==> src/rtl/rf_pkg.sv <==
// rf_pkg: shared constants and types for the register file.
//   RF_WIDTH / RF_DEPTH  default entry width and entry count
//   RF_AW                address width derived from RF_DEPTH
//   rf_addr_t / rf_data_t  address and data types at the default sizes
//   RF_ZERO_ADDR         address of the hardwired-zero entry
package rf_pkg;

    localparam int RF_WIDTH     = 4;
    localparam int RF_DEPTH     = 8;
    localparam int RF_AW        = $clog2(RF_DEPTH);
    localparam int RF_ZERO_ADDR = 0;

    typedef logic [RF_AW-1:0]    rf_addr_t;
    typedef logic [RF_WIDTH-1:0] rf_data_t;

endpackage : rf_pkg

==> src/rtl/rf_read_port.sv <==
// rf_read_port: one registered read port of the register file.
//   CLK, RST     clock and synchronous active-high reset
//   re, raddr    read request and address
//   mem_data     current contents of the addressed entry (from the array)
//   wr_commit    a write lands at this edge (already excludes discarded writes)
//   waddr, wdata write address/data, used for the write-first bypass
//   q, valid     registered read data and its one-cycle strobe
//
// Handshake: there is no back-pressure. A request (re=1) seen at a non-reset
// edge always produces valid=1 for exactly the following cycle with q holding
// the read data; q keeps its value until the next request or reset.
module rf_read_port
    import rf_pkg::*;
#(
    parameter int WIDTH    = RF_WIDTH,
    parameter int AW       = RF_AW,
    parameter bit ZERO_REG = 1'b1
) (
    input  logic             CLK,
    input  logic             RST,
    input  logic             re,
    input  logic [AW-1:0]    raddr,
    input  logic [WIDTH-1:0] mem_data,
    input  logic             wr_commit,
    input  logic [AW-1:0]    waddr,
    input  logic [WIDTH-1:0] wdata,
    output logic [WIDTH-1:0] q,
    output logic             valid
);

    logic [WIDTH-1:0] rd_data;

    // The zero register wins over everything, then a same-edge write to the
    // same address returns the new data instead of the stale array contents.
    always_comb begin
        rd_data = mem_data;
        if (ZERO_REG && (raddr == AW'(RF_ZERO_ADDR))) begin
            rd_data = '0;
        end else if (wr_commit && (waddr == raddr)) begin
            rd_data = wdata;
        end
    end

    always_ff @(posedge CLK) begin
        if (RST) begin
            q     <= '0;
            valid <= 1'b0;
        end else begin
            valid <= re;
            if (re) begin
                q <= rd_data;
            end
        end
    end

endmodule : rf_read_port

==> src/rtl/reg_file.sv <==
// reg_file: flat-register register file, one write port, two read ports.
//   CLK, RST                 clock and synchronous active-high reset
//   WE, WADDR, WDATA         write port
//   RE_A, RADDR_A, QA, VALID_A   read port A (one-cycle latency)
//   RE_B, RADDR_B, QB, VALID_B   read port B (one-cycle latency)
// AW is derived from DEPTH and must not be overridden.
module reg_file
    import rf_pkg::*;
#(
    parameter int WIDTH    = RF_WIDTH,
    parameter int DEPTH    = RF_DEPTH,
    parameter int AW       = $clog2(DEPTH),
    parameter bit ZERO_REG = 1'b1
) (
    input  logic             CLK,
    input  logic             RST,
    input  logic             WE,
    input  logic [AW-1:0]    WADDR,
    input  logic [WIDTH-1:0] WDATA,
    input  logic             RE_A,
    input  logic [AW-1:0]    RADDR_A,
    output logic [WIDTH-1:0] QA,
    output logic             VALID_A,
    input  logic             RE_B,
    input  logic [AW-1:0]    RADDR_B,
    output logic [WIDTH-1:0] QB,
    output logic             VALID_B
);

    logic [WIDTH-1:0] mem [DEPTH];
    logic             wr_commit;

    // Writes to the hardwired-zero entry are dropped here so neither the
    // array nor the bypass path ever sees them.
    assign wr_commit = WE && !(ZERO_REG && (WADDR == AW'(RF_ZERO_ADDR)));

    always_ff @(posedge CLK) begin
        if (RST) begin
            for (int i = 0; i < DEPTH; i++) begin
                mem[i] <= '0;
            end
        end else if (wr_commit) begin
            mem[WADDR] <= WDATA;
        end
    end

    rf_read_port #(
        .WIDTH    (WIDTH),
        .AW       (AW),
        .ZERO_REG (ZERO_REG)
    ) u_port_a (
        .CLK       (CLK),
        .RST       (RST),
        .re        (RE_A),
        .raddr     (RADDR_A),
        .mem_data  (mem[RADDR_A]),
        .wr_commit (wr_commit),
        .waddr     (WADDR),
        .wdata     (WDATA),
        .q         (QA),
        .valid     (VALID_A)
    );

    rf_read_port #(
        .WIDTH    (WIDTH),
        .AW       (AW),
        .ZERO_REG (ZERO_REG)
    ) u_port_b (
        .CLK       (CLK),
        .RST       (RST),
        .re        (RE_B),
        .raddr     (RADDR_B),
        .mem_data  (mem[RADDR_B]),
        .wr_commit (wr_commit),
        .waddr     (WADDR),
        .wdata     (WDATA),
        .q         (QB),
        .valid     (VALID_B)
    );

endmodule : reg_file

==> config.mk <==
export PLATFORM = sky130hd
export DESIGN_NAME = reg_file
export DESIGN_NICKNAME = d
export VERILOG_FILES = /design/src/rtl/rf_pkg.sv /design/src/rtl/rf_read_port.sv /design/src/rtl/reg_file.sv
export SDC_FILE = /design/constraint.sdc
export NUM_CORES = 1
export LEC_CHECK = 0
export ABC_AREA = 1
export BUFFER_PORTS_ARGS = -buffer_cell sky130_fd_sc_hd__clkbuf_2
export CORE_MARGIN = 3
export CORE_UTILIZATION = 30
export CTS_CLUSTER_DIAMETER = 50
export DETAILED_ROUTE_END_ITERATION = 12
export PLACE_DENSITY_LB_ADDON = 0.12
export SETUP_SLACK_MARGIN = 0.3
export SYNTH_ARGS = -nofsm -noshare
export SYNTH_HDL_FRONTEND = slang
export SYNTH_SLANG_ARGS = --single-unit
==> constraint.sdc <==
create_clock -name CLK -period 2.6 [get_ports CLK]
set_input_delay 0 -clock CLK [delete_from_list [all_inputs] [get_ports CLK]]
set_output_delay 0 -clock CLK [all_outputs]
set_load 0.01 [all_outputs]
==> results of run 1 <==
## layout make-up
class | count | area, µm² | share of cell area, %
inverters | 21 | 91.3 | 3.45
clock buffers | 6 | 72.6 | 2.74
flip-flops and latches | 42 | 1160 | 43.9
multi-input cells | 228 | 1040 | 39.4
clock inverters | 2 | 8.76 | 0.331
repair buffers | 28 | 145 | 5.49
well taps | 99 | 124 | 4.68
## worst min-delay path, cell delays in order
cell and delay (ps):
clkbuf_2 70, inv_1 90, nor2_1 100
## synth_stat cells
master	number
a21oi_1	8
a21oi_2	1
a31oi_1	1
a31oi_2	1
buf_2	2
buf_4	4
buf_6	5
clkbuf_1	1
clkinv_1	4
conb_1	1
dfxtp_1	10
edfxtp_1	32
inv_1	13
inv_4	3
inv_6	1
nand2_1	99
nand2_2	2
nand3_1	64
nand3_2	2
nand4_1	8
nor2_1	33
nor2_2	1
nor2_4	2
xnor2_2	2
## cells in the final DEF, fill, tap and decap left out, types with 2 or more instances in the layout
master,instances
clkbuf_8,5
a21oi_1,8
nand2_2,2
inv_1,13
xnor2_2,2
nand3_1,64
edfxtp_1,32
conb_1,4
clkinv_1,5
dfxtp_1,10
nor2_4,2
clkbuf_2,27
nor2_1,33
nand3_2,2
inv_4,3
nand2_1,99
nand4_1,8
## per-layer routing
layer,global-route usage [%],vias to the layer above
met3,3.24,7
met1,22.7,957
met5,0,-
li1,-,1047
met2,26.4,49
met4,3.61,0
## repair_timing
item | 4_1_cts | 5_1_grt
endpoints found under the hold margin | 1 | 0
hold buffers | 1 | 0
gates resized for setup | 0 | 0
## path summary, 6_finish.rpt
check / startpoint / endpoint / cells after the start
setup / recovery: WADDR[2] / mem[5][1] / 9
hold / removal: RE_B / u_port_b.valid / 3
setup reg to reg: mem[3][0] / u_port_b.q[0] / 6
hold reg to reg: u_port_a.q[1] / u_port_a.q[1] / 2
## metrics by stage
step,instances,instance area [µm²],util (%),hold WS [ps]
floorplan,303,2390,-,170
global placement,417,2550,34.1,297
global route,426,2650,35.3,49.9
CTS,426,2650,35.3,5.90
finish,426,2650,35.3,4.96
detailed placement,417,2550,34.1,301
## state kept, by name, summed over array words and instances (netlist names)
register and count:
mem 32, u_port_a.q 4, u_port_a.valid 1, u_port_b.q 4, u_port_b.valid 1
## cells by family (layout without fill, tap and decap cells)
family / Yosys count / count (layout) / synth area share, %
DFF: 42 / 42 / 48.7
xor gates and xnor gates: 2 / 2 / 1.36
buffers and inverters: 33 / 57 / 8.03
AOI/OAI and AO/OA: 11 / 11 / 2.83
and+or+nand+nor: 211 / 211 / 38.9
other: 1 / 4 / 0.157
## power breakdown
| part | switching (mW) | internal (mW) | total (mW) |
|---|---|---|---|
| clock network | 0.225 | 0.185 | 0.410 |
| registers | 0.0250 | 0.766 | 0.791 |
| logic | 0.166 | 0.0766 | 0.243 |
==> qor.csv, run 1 <==
metric,value,unit
fmax,0.684,GHz
final_hold_viol_count,0,
synth_top_area_cell,edfxtp_1,
hpwlAfterDp,5040,µm
track_usage,16.4,%
slew_violations,0,
cts_sinks,42,
synth_top_area_share,40.3,%
critical_path.max_fanout,11,
period_needed,1460,ps
period_share,56.3,%
drtAntennaViolNets,0,
clock_latency,290,ps
ioPinCount,28,
fillerInstances,802,
wl_per_cell,15.9,µm
rows,31,
total_power,1.44,mW
area_growth,11.0,%
worst-setup-path-type,in -> reg,
cp_slowest_cell,a21oi_2,
setup_slack,1140,ps
die_w,95.1,µm
grt_pass1_wl,10900,µm
firstDrtPassIters,4,
pre_cts_slack,828,ps
arrival,1460,ps
path_common_cell,nand2_1,
ys_ff_latch,42,
slowest_delay,410,ps
drtIter0Drc,110,
netlist_top_cells_area,"edfxtp_1 (40%), nand2_1 (16%), nand3_1 (13%)",
postCtsSetupBuffers,0,
seq_area_frac_synth,48.7,%
wl_met3,322,µm
netlist_area,2380,µm²
wl_met1,3220,µm
reg2reg_setup_slack,1510,ps
avgViaCountPerCell,4.84,
path_cells,"clkbuf_2, nor2_2, a21oi_2, inv_1, nor2_1, nand2_1, inv_1, nand2_1, nand2_1",
synth.yosys.warnings,0,
drt-total-wl,6780,µm
core_area,7490,µm²
cts.clk_slew.worst_paths,80,ps
outcome,"finished, final reports clean",
detail_route.drc_violations,0,
tritoncts,built,
cts_max_path_buffers,2,
grt_pass1_vias,1960,
grt_setup_unrepaired,false,
setup_tns,0,ps
synth_cells,300,
grt_max_degree,19,
cts_made_buffers,5,
diodes,0,
worstSetupStartpointType,primary input,
avgSynthCellArea,7.95,µm²
setup_violations,0,
htreeDepth,2,
synth_cell_type_count,24,
cts-root-buf,clkbuf_8,
max-vdd-ir-drop,257,µV
dieArea,9050,µm²
cp_top_family,simple AND/OR/NAND/NOR gates,
cp_data_required_time,2600,ps
drive_above_1_share,14.7,%
wl_met2,3180,µm
cp.buffers_inverters,3,
worstSetupEndpointType,flip-flop,
die_h,95.1,µm
antenna_found_initial,0,
portBuffers,27,
vias,2060,
gp_congestion,0.844,
min_path_type,in -> reg,
dr.max_layer_used,met4,
power.density,546,nW/µm²
start_util,31.8,%
leakage,1.14,nW
skew,3.14,ps
maxCapViolCount,0,
fin_nets,344,
overflow,0,
No activity file was read; power rests on OpenSTA's default activity.
==> run 2, diff against run 1 <==
==> constraint.sdc (replaced) <==
create_clock -name CLK -period 1.43 [get_ports CLK]
set_input_delay 0 -clock CLK [delete_from_list [all_inputs] [get_ports CLK]]
set_output_delay 0 -clock CLK [all_outputs]
set_load 0.01 [all_outputs]
==> qor.csv, run 2 (same netlist as run 1, synthesis figures left out) <==
metric,value,unit,change
outcome,"finished, final reports clean",,
portBuffers,27,,unchanged
cts_sinks,42,,unchanged
cts-root-buf,clkbuf_8,,
pre_cts_slack,120,ps,-709 ps
htreeDepth,2,,unchanged
worstSetupEndpointType,flip-flop,,
fin_nets,360,,+4.7%
wl_per_cell,15.4,µm,-3.3%
firstDrtPassIters,4,,unchanged
skew,8.54,ps,+5.40 ps
reg2reg_setup_slack,380,ps,-1130 ps
final_cell_count_no_fill,442,,+3.8%
setup_slack,385,ps,-752 ps
max-vdd-ir-drop,417,µV,+62%
overflow,0,,unchanged
cts_max_path_buffers,2,,unchanged
layout_common_cells,"nand2_1 (95), nand3_1 (52), nor2_1 (33)",,
slew_violations,0,,unchanged
core_area,7490,µm²,unchanged
drtAntennaViolNets,0,,unchanged
grt_pass1_wl,11100,µm,+2.0%
total_power,2.72,mW,+88%
diodes,0,,unchanged
start_util,31.8,%,unchanged
cts.clk_slew.worst_paths,90,ps,about the same
drive_above_1_share,23.9,%,+9.2 points
drtIter0Drc,199,,+81%
postCtsSetupBuffers,0,,unchanged
period_share,73.1,%,
dieArea,9050,µm²,unchanged
maxCapViolCount,0,,unchanged
grt_max_degree,19,,unchanged
antenna_found_initial,0,,unchanged
reg_top3,"mem (32), u_port_a.q (4), u_port_b.q (4)",,
die_w,95.1,µm,unchanged
track_usage,16.4,%,-0.019 points
final_util,38.1,%,+2.8 points
final_hold_viol_count,0,,unchanged
final_area,2850,µm²,+7.9%
arrival,1240,ps,-220 ps
vias,2092,,+1.6%
top_register,mem,,
tritoncts,built,,
avgViaCountPerCell,4.73,,-2.1%
whs,141,ps,+136 ps
ioPinCount,28,,unchanged
multi_input_area,1120,µm²,+7.3%
setup_tns,0,ps,unchanged
largest_register_ffs,32,,unchanged
period_needed,1050,ps,
detail_route.drc_violations,0,,unchanged
area_growth,19.7,%,
gp_congestion,0.866,,+2.7%
worst-setup-path-type,reg -> reg,,
grt_pass1_vias,2043,,+4.2%
critical_path.max_fanout,2,,-9
setup_violations,0,,unchanged
grt_setup_unrepaired,true,,
dp.cells,432,,+3.6%
die_h,95.1,µm,unchanged
final_common_cell,nand2_1,,
cp_data_required_time,1630,ps,-970 ps
regArea,1160,µm²,unchanged
power.density,952,nW/µm²,+74%
fillerInstances,833,,+3.9%
worstSetupStartpointType,flip-flop,,
hpwlAfterDp,5280,µm,+4.8%
drt-total-wl,6800,µm,+0.28%
min_path_type,in -> reg,,
rows,31,,unchanged
fmax,0.957,GHz,
leakage,1.24,nW,+8.7%
clock_latency,300,ps,about the same
place_area,2670,µm²,+4.4%
cts_made_buffers,5,,unchanged
-- run 2: worst paths after layout --
| path | to | depth (start not counted) | startpoint |
|---|---|---|---|
| setup reg to reg | u_port_b.q[1] | 6 | mem[3][1] |
| hold reg to reg | u_port_b.q[1] | 2 | u_port_b.q[1] |
| hold / removal | u_port_b.q[1] | 3 | RST |
| setup / recovery | u_port_b.q[1] | 6 | mem[3][1] |
-- run 2: layer usage --
metal	up-vias	GRT usage, %	routed length, µm
met5	-	0	0
met4	0	4.33	131
met3	11	2.84	228
met2	46	25.5	3040
met1	958	23.3	3390
li1	1077	-	-
-- run 2: timing repair --
item	4_1_cts	5_1_grt
endpoints found under the hold margin	2	0
hold buffers	2	0
setup endpoints to repair	0	18
gates resized for setup	0	17
-- run 2: power by group --
group	switching, mW	internal, mW	total, mW
Sequential	0.0502	1.39	1.44
Combinational	0.315	0.170	0.485
Clock	0.444	0.343	0.788
Total	0.809	1.91	2.72
-- run 2: critical path, stage by stage, from the launching register on --
cell      delay [ps]
edfxtp_1         420
nand2_1           90
nand3_1           90
nand3_1          130
nand3_1           90
nand3_1           80
a21oi_1           60
-- run 2: layout make-up --
cell class | count | area share (%)
sequential | 42 | 40.7
multi-input combinational | 228 | 39.2
clock inverter | 3 | 0.746
timing repair buffer | 44 | 9.39
clock buffer | 5 | 2.41
tap | 99 | 4.34
inverter | 21 | 3.20
